**config.mk**
```make
export PLATFORM = sky130hd
export DESIGN_NAME = pll_reset_sequencer
export DESIGN_NICKNAME = d
export VERILOG_FILES = /design/src/rtl/rst_seq_pkg.sv /design/src/rtl/bit_sync.sv /design/src/rtl/pll_reset_sequencer.sv
export SDC_FILE = /design/constraint.sdc
export NUM_CORES = 1
export LEC_CHECK = 0
export BUFFER_PORTS_ARGS = -buffer_cell sky130_fd_sc_hd__buf_4
export CAP_MARGIN = 15
export CORE_UTILIZATION = 45
export CTS_CLUSTER_DIAMETER = 30
export DETAILED_ROUTE_END_ITERATION = 6
export PLACE_DENSITY_LB_ADDON = 0.3
export SYNTH_ARGS = -nofsm -noshare
export SYNTH_HDL_FRONTEND = slang
export SYNTH_SLANG_ARGS = --single-unit
```
**constraint.sdc**
```tcl
create_clock -name clk -period 2.8 [get_ports clk]
set_input_delay 0.56 -clock clk [delete_from_list [all_inputs] [get_ports clk]]
set_output_delay 0.56 -clock clk [all_outputs]
set_load 0.01 [all_outputs]
```
**src/rtl/rst_seq_pkg.sv**
```systemverilog
// Shared definitions for the PLL reset sequencer and related system-control blocks.
package rst_seq_pkg;

  typedef enum logic [2:0] {
    ST_PLL_RST   = 3'd0,
    ST_WAIT_LOCK = 3'd1,
    ST_STABLE    = 3'd2,
    ST_RELEASE   = 3'd3,
    ST_RUN       = 3'd4
  } state_e;

  localparam int unsigned DEF_PLL_RST_CYCLES      = 16;
  localparam int unsigned DEF_LOCK_STABLE_CYCLES  = 1024;
  localparam int unsigned DEF_LOCK_TIMEOUT_CYCLES = 1048576;
  localparam int unsigned DEF_STAGE_GAP_CYCLES    = 256;
  localparam int unsigned DEF_NUM_STAGES          = 3;
  localparam int unsigned DEF_SYNC_STAGES         = 2;

  localparam int unsigned EVT_W = 8;

  // Saturating increment for event counters.
  function automatic logic [EVT_W-1:0] sat_inc(input logic [EVT_W-1:0] v);
    return (v == '1) ? v : v + EVT_W'(1);
  endfunction

endpackage

```
**src/rtl/bit_sync.sv**
```systemverilog
// Multi-flop synchronizer for a single asynchronous status bit.
module bit_sync #(
  parameter int unsigned STAGES = 2
) (
  input  logic clk_i,
  input  logic rst_i,
  input  logic d_i,
  output logic q_o
);

  logic [STAGES-1:0] sync_q;

  // Shift the asynchronous input through the flop chain.
  always_ff @(posedge clk_i) begin
    if (rst_i) sync_q <= '0;
    else       sync_q <= {sync_q[STAGES-2:0], d_i};
  end

  assign q_o = sync_q[STAGES-1];

endmodule

```
**src/rtl/pll_reset_sequencer.sv**
```systemverilog
// Lock-qualified, staged reset release for downstream domains; retries the PLL
// on lock timeout and re-asserts all resets on loss of lock or soft reset.
module pll_reset_sequencer
  import rst_seq_pkg::*;
#(
  parameter int unsigned PLL_RST_CYCLES      = DEF_PLL_RST_CYCLES,
  parameter int unsigned LOCK_STABLE_CYCLES  = DEF_LOCK_STABLE_CYCLES,
  parameter int unsigned LOCK_TIMEOUT_CYCLES = DEF_LOCK_TIMEOUT_CYCLES,
  parameter int unsigned STAGE_GAP_CYCLES    = DEF_STAGE_GAP_CYCLES,
  parameter int unsigned NUM_STAGES          = DEF_NUM_STAGES,
  parameter int unsigned SYNC_STAGES         = DEF_SYNC_STAGES
) (
  input  logic                  clk,
  input  logic                  rst,
  input  logic                  pll_locked,
  input  logic                  soft_reset_req,
  output logic                  pll_rst,
  output logic [NUM_STAGES-1:0] stage_rst_n,
  output logic                  sys_ready,
  output logic [EVT_W-1:0]      timeout_cnt,
  output logic [EVT_W-1:0]      lock_loss_cnt
);

  localparam int unsigned MAX_AB  = (PLL_RST_CYCLES > LOCK_STABLE_CYCLES) ? PLL_RST_CYCLES : LOCK_STABLE_CYCLES;
  localparam int unsigned MAX_CD  = (LOCK_TIMEOUT_CYCLES > STAGE_GAP_CYCLES) ? LOCK_TIMEOUT_CYCLES : STAGE_GAP_CYCLES;
  localparam int unsigned MAX_CYC = (MAX_AB > MAX_CD) ? MAX_AB : MAX_CD;
  localparam int unsigned CNT_W   = $clog2(MAX_CYC + 1);

  logic                  locked_s;
  state_e                state_q, state_d;
  logic [CNT_W-1:0]      cnt_q, cnt_d;
  logic [NUM_STAGES-1:0] stage_q, stage_d;
  logic                  pll_rst_q, pll_rst_d;
  logic                  sys_ready_q, sys_ready_d;
  logic [EVT_W-1:0]      timeout_q, timeout_d;
  logic [EVT_W-1:0]      loss_q, loss_d;
  logic                  lock_lost;
  logic                  soft_abort;

  bit_sync #(.STAGES(SYNC_STAGES)) u_lock_sync (
    .clk_i (clk),
    .rst_i (rst),
    .d_i   (pll_locked),
    .q_o   (locked_s)
  );

  // Next-state and registered-output logic; aborts take priority over all progress.
  always_comb begin
    state_d     = state_q;
    cnt_d       = cnt_q + CNT_W'(1);
    stage_d     = stage_q;
    timeout_d   = timeout_q;
    loss_d      = loss_q;
    sys_ready_d = 1'b0;

    lock_lost  = ((state_q == ST_RELEASE) || (state_q == ST_RUN)) && !locked_s;
    soft_abort = (state_q != ST_PLL_RST) && soft_reset_req;

    if (lock_lost || soft_abort) begin
      state_d = ST_PLL_RST;
      cnt_d   = '0;
      stage_d = '0;
      if (lock_lost) loss_d = sat_inc(loss_q);
    end else begin
      unique case (state_q)
        ST_PLL_RST: begin
          if (cnt_q == CNT_W'(PLL_RST_CYCLES - 1)) begin
            state_d = ST_WAIT_LOCK;
            cnt_d   = '0;
          end
        end
        ST_WAIT_LOCK: begin
          if (locked_s) begin
            state_d = ST_STABLE;
            cnt_d   = '0;
          end else if (cnt_q == CNT_W'(LOCK_TIMEOUT_CYCLES - 1)) begin
            state_d   = ST_PLL_RST;
            cnt_d     = '0;
            timeout_d = sat_inc(timeout_q);
          end
        end
        ST_STABLE: begin
          if (!locked_s) begin
            state_d = ST_WAIT_LOCK;
            cnt_d   = '0;
          end else if (cnt_q == CNT_W'(LOCK_STABLE_CYCLES - 1)) begin
            cnt_d   = '0;
            stage_d = NUM_STAGES'(1);
            state_d = (NUM_STAGES == 1) ? ST_RUN : ST_RELEASE;
          end
        end
        ST_RELEASE: begin
          if (cnt_q == CNT_W'(STAGE_GAP_CYCLES - 1)) begin
            cnt_d   = '0;
            stage_d = (stage_q << 1) | NUM_STAGES'(1);
            if (stage_d[NUM_STAGES-1]) state_d = ST_RUN;
          end
        end
        ST_RUN: begin
          cnt_d       = cnt_q;
          sys_ready_d = 1'b1;
        end
        default: begin
          state_d = ST_PLL_RST;
          cnt_d   = '0;
          stage_d = '0;
        end
      endcase
    end

    pll_rst_d = (state_d == ST_PLL_RST);
  end

  // State and output registers with synchronous reset.
  always_ff @(posedge clk) begin
    if (rst) begin
      state_q     <= ST_PLL_RST;
      cnt_q       <= '0;
      stage_q     <= '0;
      pll_rst_q   <= 1'b1;
      sys_ready_q <= 1'b0;
      timeout_q   <= '0;
      loss_q      <= '0;
    end else begin
      state_q     <= state_d;
      cnt_q       <= cnt_d;
      stage_q     <= stage_d;
      pll_rst_q   <= pll_rst_d;
      sys_ready_q <= sys_ready_d;
      timeout_q   <= timeout_d;
      loss_q      <= loss_d;
    end
  end

  assign pll_rst       = pll_rst_q;
  assign stage_rst_n   = stage_q;
  assign sys_ready     = sys_ready_q;
  assign timeout_cnt   = timeout_q;
  assign lock_loss_cnt = loss_q;

endmodule

```
Word level (Yosys, flattened, before mapping) --
Index checks and enable logic that the tools add are counted.
Operators by class: add/subtract/negate cells 3, equality and inequality tests 13, mux-type cells 21, bitwise operators 5, reduce and logical (&&, ||, !) cells 13
Operators by type and width (count):
- $mux 21 | 6
- $pmux 21 s5 | 1
- $mux 3 | 11
- $add 21x1->21 const B | 1
- $eq 21x10->1 const B | 1
- $eq 21x20->1 const B | 1
- $eq 21x4->1 const B | 1
- $eq 21x8->1 const B | 1
- $add 8x1->8 const B | 2
- $eq 8x8->1 const B | 2
- $pmux 3 s5 | 1
- $pmux 3 s3 | 1
- $eq 3x2->1 const B | 2
- $logic_not 3->1 | 2
- $not 1->1 | 5
- $reduce_and 5->1 | 1
- $ne 2x1->1 const B | 2
- $reduce_and 4->1 | 1
- $eq 3x1->1 const B | 1
- $eq 3x3->1 const B | 1
- $reduce_and 3->1 | 1
- $reduce_bool 3->1 | 1
- $reduce_or 3->1 | 1
- $logic_and 1x1->1 | 2
- 5 further kinds | 6
Word-level totals: bits in registers 47, input bits 4, output and inout port bits 21, logic and storage cells 63

Logic depth before layout (Yosys ltp) --
depth in word-level cells 6, gate-level depth with buffers 10, depth with buffers taken out 8

By module --
A second synthesis with hierarchy kept.
Second synthesis, totals: cells, all modules 293, area total of the unflattened synthesis 2509.9 um2
Modules (own cells, without submodules):
- pll_reset_sequencer | instances 1, cells an instance 289, area each 2457.4 um2, seq. area each 900.9 um2
- bit_sync | instances 1, cells an instance 4, area each 52.6 um2, seq. area each 40.0 um2

Worst setup path after synthesis --
No wires, ideal clock.
kind register to register, from register cnt_q[0], to register cnt_q[12], setup time 122 ps, arrival time 2142 ps, required time 2678 ps, path slack 536 ps, stages on the path, launching flop included 10, path buffers 2, clock period less this slack 2264 ps, path through dfxtp_1 ha_1 nand3_2 or3_1 buf_4 o21ai_4 a41oi_4 and2_4 buf_6 a221o_1
Between the ends: cells in the longest elaborated chain, start to end 4, elaborated cells on any way between the ends 12, those cells by class add/sub: 1; eq/ne: 4; mux: 7
Ends and longest elaborated chain:
- start, declared | line pll_reset_sequencer.sv:31 | logic [CNT_W-1:0] cnt_q, cnt_d;
- start signal, assigned | line pll_reset_sequencer.sv:126 | cnt_q <= cnt_d;
- $add 21x1->21 (tied with other cells) | line pll_reset_sequencer.sv:50 | cnt_d = cnt_q + CNT_W'(1);
- $mux 21 (on tied branches) | line pll_reset_sequencer.sv:86, pll_reset_sequencer.sv:76
- $mux 21 (on tied branches) | line pll_reset_sequencer.sv:83, pll_reset_sequencer.sv:73
- $pmux 21 s5 * | line pll_reset_sequencer.sv:65 | unique case (state_q)
Mark *: on every way between the ends. The rest lies on a longest branch, timed or not. A chain may end at the register's enable or synchronous reset.

Worst setup path in the final report --
Ends and elaborated chain as after synthesis.

==> results.py <==
metrics = {
    "yosys": {
        "synth-seq-cells": 47,
        "ys_warn_count": 0,
        "syn_inst": 307,
        "synth-adder-area-share_pct": 1.46,
        "yosys-mux-area-fraction_pct": 2.34,
        "netlist.area_leader.share_pct": 36.7,
        "synth_compound_area_share_pct": 22.0,
        "synth.distinct_cells": 57,
        "ys_seq_area_share_pct": 36.7,
        "yosys.area.top_type": "dfxtp_1",
        "synthXorXnorAreaFrac_pct": 4.10,
        "syn_nets": 314,
        "synth-simple-area-share_pct": 27.1,
        "ys.flop_type": "dfxtp_1",
        "syn_area_sq_mm": 0.00257,
        "avgSynthCellArea_sq_um": 8.36,
        "async_flop_share_pct": 0,
        "synth_top_family_by_area": "simple AND/OR/NAND/NOR gates",
        "synth_edf_count": 0,
        "synth.area.top_cells": "dfxtp_1 37%, nor2_1 5.7%, a31oi_1 4.1%",
    },
    "pwr": {
        "p_switching_mw": 0.236,
        "power_density_mw_per_mm2": 381,
        "p_leak_nw": 1.04,
        "power.share.sequential_pct": 62.0,
        "finalPower_mw": 1.09,
        "power.share.switching_pct": 21.6,
        "pwr-share-clk_pct": 34.3,
        "max-vdd-ir-drop_mv": 0.207,
        "internal-power_mw": 0.856,
        "p_comb_share_pct": 3.7,
    },
    "route": {
        "vias_per_cell": 5.79,
        "route.met2.wl_um": 2560,
        "wl_met3_um": 335,
        "drtIter0Drc": 128,
        "wl_per_cell_um": 14.1,
        "vias": 2304,
        "routed.top_layer": "met4",
        "drc": 0,
        "wl_um": 5590,
        "ant_nets": 0,
        "met1Wirelength_um": 2620,
        "firstDrtPassIters": 4,
    },
    "setup_path": {
        "crit_type": "flip-flop to flip-flop",
        "end_kind": "flip-flop",
        "required_ns": 2.99,
        "rrSetupSlack_ns": 0.25,
        "arrival_ns": 2.73,
        "cp_max_fo": 14,
        "cp-start-kind": "flip-flop",
    },
    "clocking": {
        "clockRootBuffer": "clkbuf_8",
        "post_cts_buffers": 0,
        "post_cts_resize_count": 0,
        "htreeDepth": 2,
        "cts_buffer_depth": 2,
        "clk_latency_ns": 0.30,
        "hold_buffers": 0,
        "clock-sinks": 47,
        "cts_tree": "done",
        "cts_buffers": 5,
        "path_clk_slew_ns": 0.08,
    },
    "final_layout": {
        "layout_commonest_cell": "dfxtp_1",
        "area_growth_pct": 11.8,
        "drive_above_1_share_pct": 16.9,
        "utilization_pct": 52.1,
        "nets": 334,
        "antenna_cells": 0,
        "fillCellCount": 508,
        "layout_common_cells": "47 x dfxtp_1, 39 x nor2_1, 30 x buf_4",
    },
    "place": {
        "gp_congestion": 0.904,
        "dp.final_hpwl_um": 3950,
        "portBuffers": 24,
        "dp_slack_ns": 0.298,
    },
    "timing": {
        "max_slew_margin_pct": 68.7,
        "setup_viol": 0,
        "finalCritPeriodShare_pct": 90.9,
        "timing.fmax_mhz": 393,
        "drv_slew": 0,
        "finalSetupTns_ns": 0,
        "hold_violations": 0,
        "worst_pin_slew_ns": 0.468,
        "period_minus_slack_ns": 2.55,
        "fin_ws_ns": 0.255,
        "grt_setup_unrepaired": "no",
        "clock_skew_ns": 0.00662,
    },
    "floorplan": {
        "fp.coreArea_sq_mm": 0.00551,
        "die_w_um": 77.5,
        "die-area_sq_mm": 0.00601,
        "die_h_um": 77.5,
        "initial_core_util_pct": 46.6,
        "ios": 25,
        "rows": 27,
    },
    "grt": {
        "grt-ovfl-total": 0,
        "track_usage_pct": 20.0,
        "antenna_found_initial": 0,
        "grt_max_degree": 24,
        "grt_pass1_vias": 2088,
        "grt_pass1_wl_um": 9630,
    },
    "status": {
        "status": "finished, final reports clean",
    },
    "hold_path": {
        "hold_path_class": "flip-flop to flip-flop",
    },
    "run": {
        "maxCapViolCount": 0,
    },
}
-- layer usage --
layer | global-route usage [%] | vias to the layer above
met4 | 7.17 | 0
met5 | 0 | -
li1 | - | 1162
met3 | 4.35 | 6
met1 | 26.5 | 1070
met2 | 31.7 | 66
-- registers in the layout, summed over array words and instances (netlist names) --
name,flops
stage_rst_n,3
cnt_q,21
u_lock_sync.sync_q,2
sys_ready,1
lock_loss_cnt,8
pll_rst,1
timeout_cnt,8
state_q,3
-- power groups by stage --
stage               combinational, mW  clock [mW]  sequential, mW
floorplan                      0.0312           0           0.692
global placement               0.0395           0           0.693
detailed placement             0.0409           0           0.693
CTS                            0.0409       0.390           0.677
global route                   0.0456       0.417           0.679
finish                         0.0403       0.374           0.678
-- stage by stage --
step           cell area [sq um]  std cells  hold slack [ns]
5_1_grt                     2870        398            0.478
3_3_place_gp                2800        392            0.417
6_report                    2870        398            0.438
2_1_floorplan               2570        307            0.414
3_5_place_dp                2800        392            0.425
4_1_cts                     2870        398            0.445
-- worst max-delay path, stage by stage, from the launching register on --
cell     delay (ns)
dfxtp_1        0.38
ha_1           0.22
nand3_2        0.18
or3_1          0.59
o21ai_4        0.23
a41oi_4        0.27
and2_4         0.29
a221o_1        0.28
-- path summary, 6_finish.rpt --
kind	startpoint	endpoint	cells after the start
setup / recovery	cnt_q[0]$_SDFFE_PP0N_	cnt_q[12]$_SDFFE_PP0N_	7
hold / removal	u_lock_sync.sync_q[0]$_SDFF_PP0_	u_lock_sync.sync_q[1]$_SDFF_PP0_	1
hold reg to reg	u_lock_sync.sync_q[0]$_SDFF_PP0_	u_lock_sync.sync_q[1]$_SDFF_PP0_	1
setup reg to reg	cnt_q[0]$_SDFFE_PP0N_	cnt_q[12]$_SDFFE_PP0N_	7
-- layout make-up --
cell class | instances | area [sq um] | share of cell area [%]
multi-input cells | 222 | 1460 | 51.0
flip-flops and latches | 47 | 941 | 32.8
repair buffers | 30 | 225 | 7.85
well taps | 72 | 90.1 | 3.14
inverters | 21 | 78.8 | 2.75
clock buffers | 6 | 72.6 | 2.53
-- cell usage after synthesis (all sizes together), types with 2 or more instances --
library cell  number
mux2i              6
nor4               6
xnor2              6
xor2               6
nand4             13
inv               21
nand2             21
a22oi              3
o211ai             4
clkbuf             8
and3               5
ha                 3
o31ai              2
nor2b              2
a21o               2
a31oi             17
buf                9
dfxtp             47
nand3             14
or2                4
nor2              39
o21ai             12
a21oi             13
nand3b             4
nor3              10
a22o               2
o2bb2ai            6
or3                4
-- logic make-up after synthesis --
| family | count (synthesis) |
|---|---|
| buf+inv | 38 |
| mux | 6 |
| xor+xnor | 12 |
| simple gates | 128 |
| compound gates | 73 |
| flops | 47 |
| fa+ha+maj | 3 |
No activity file was read; power rests on OpenSTA's default activity.
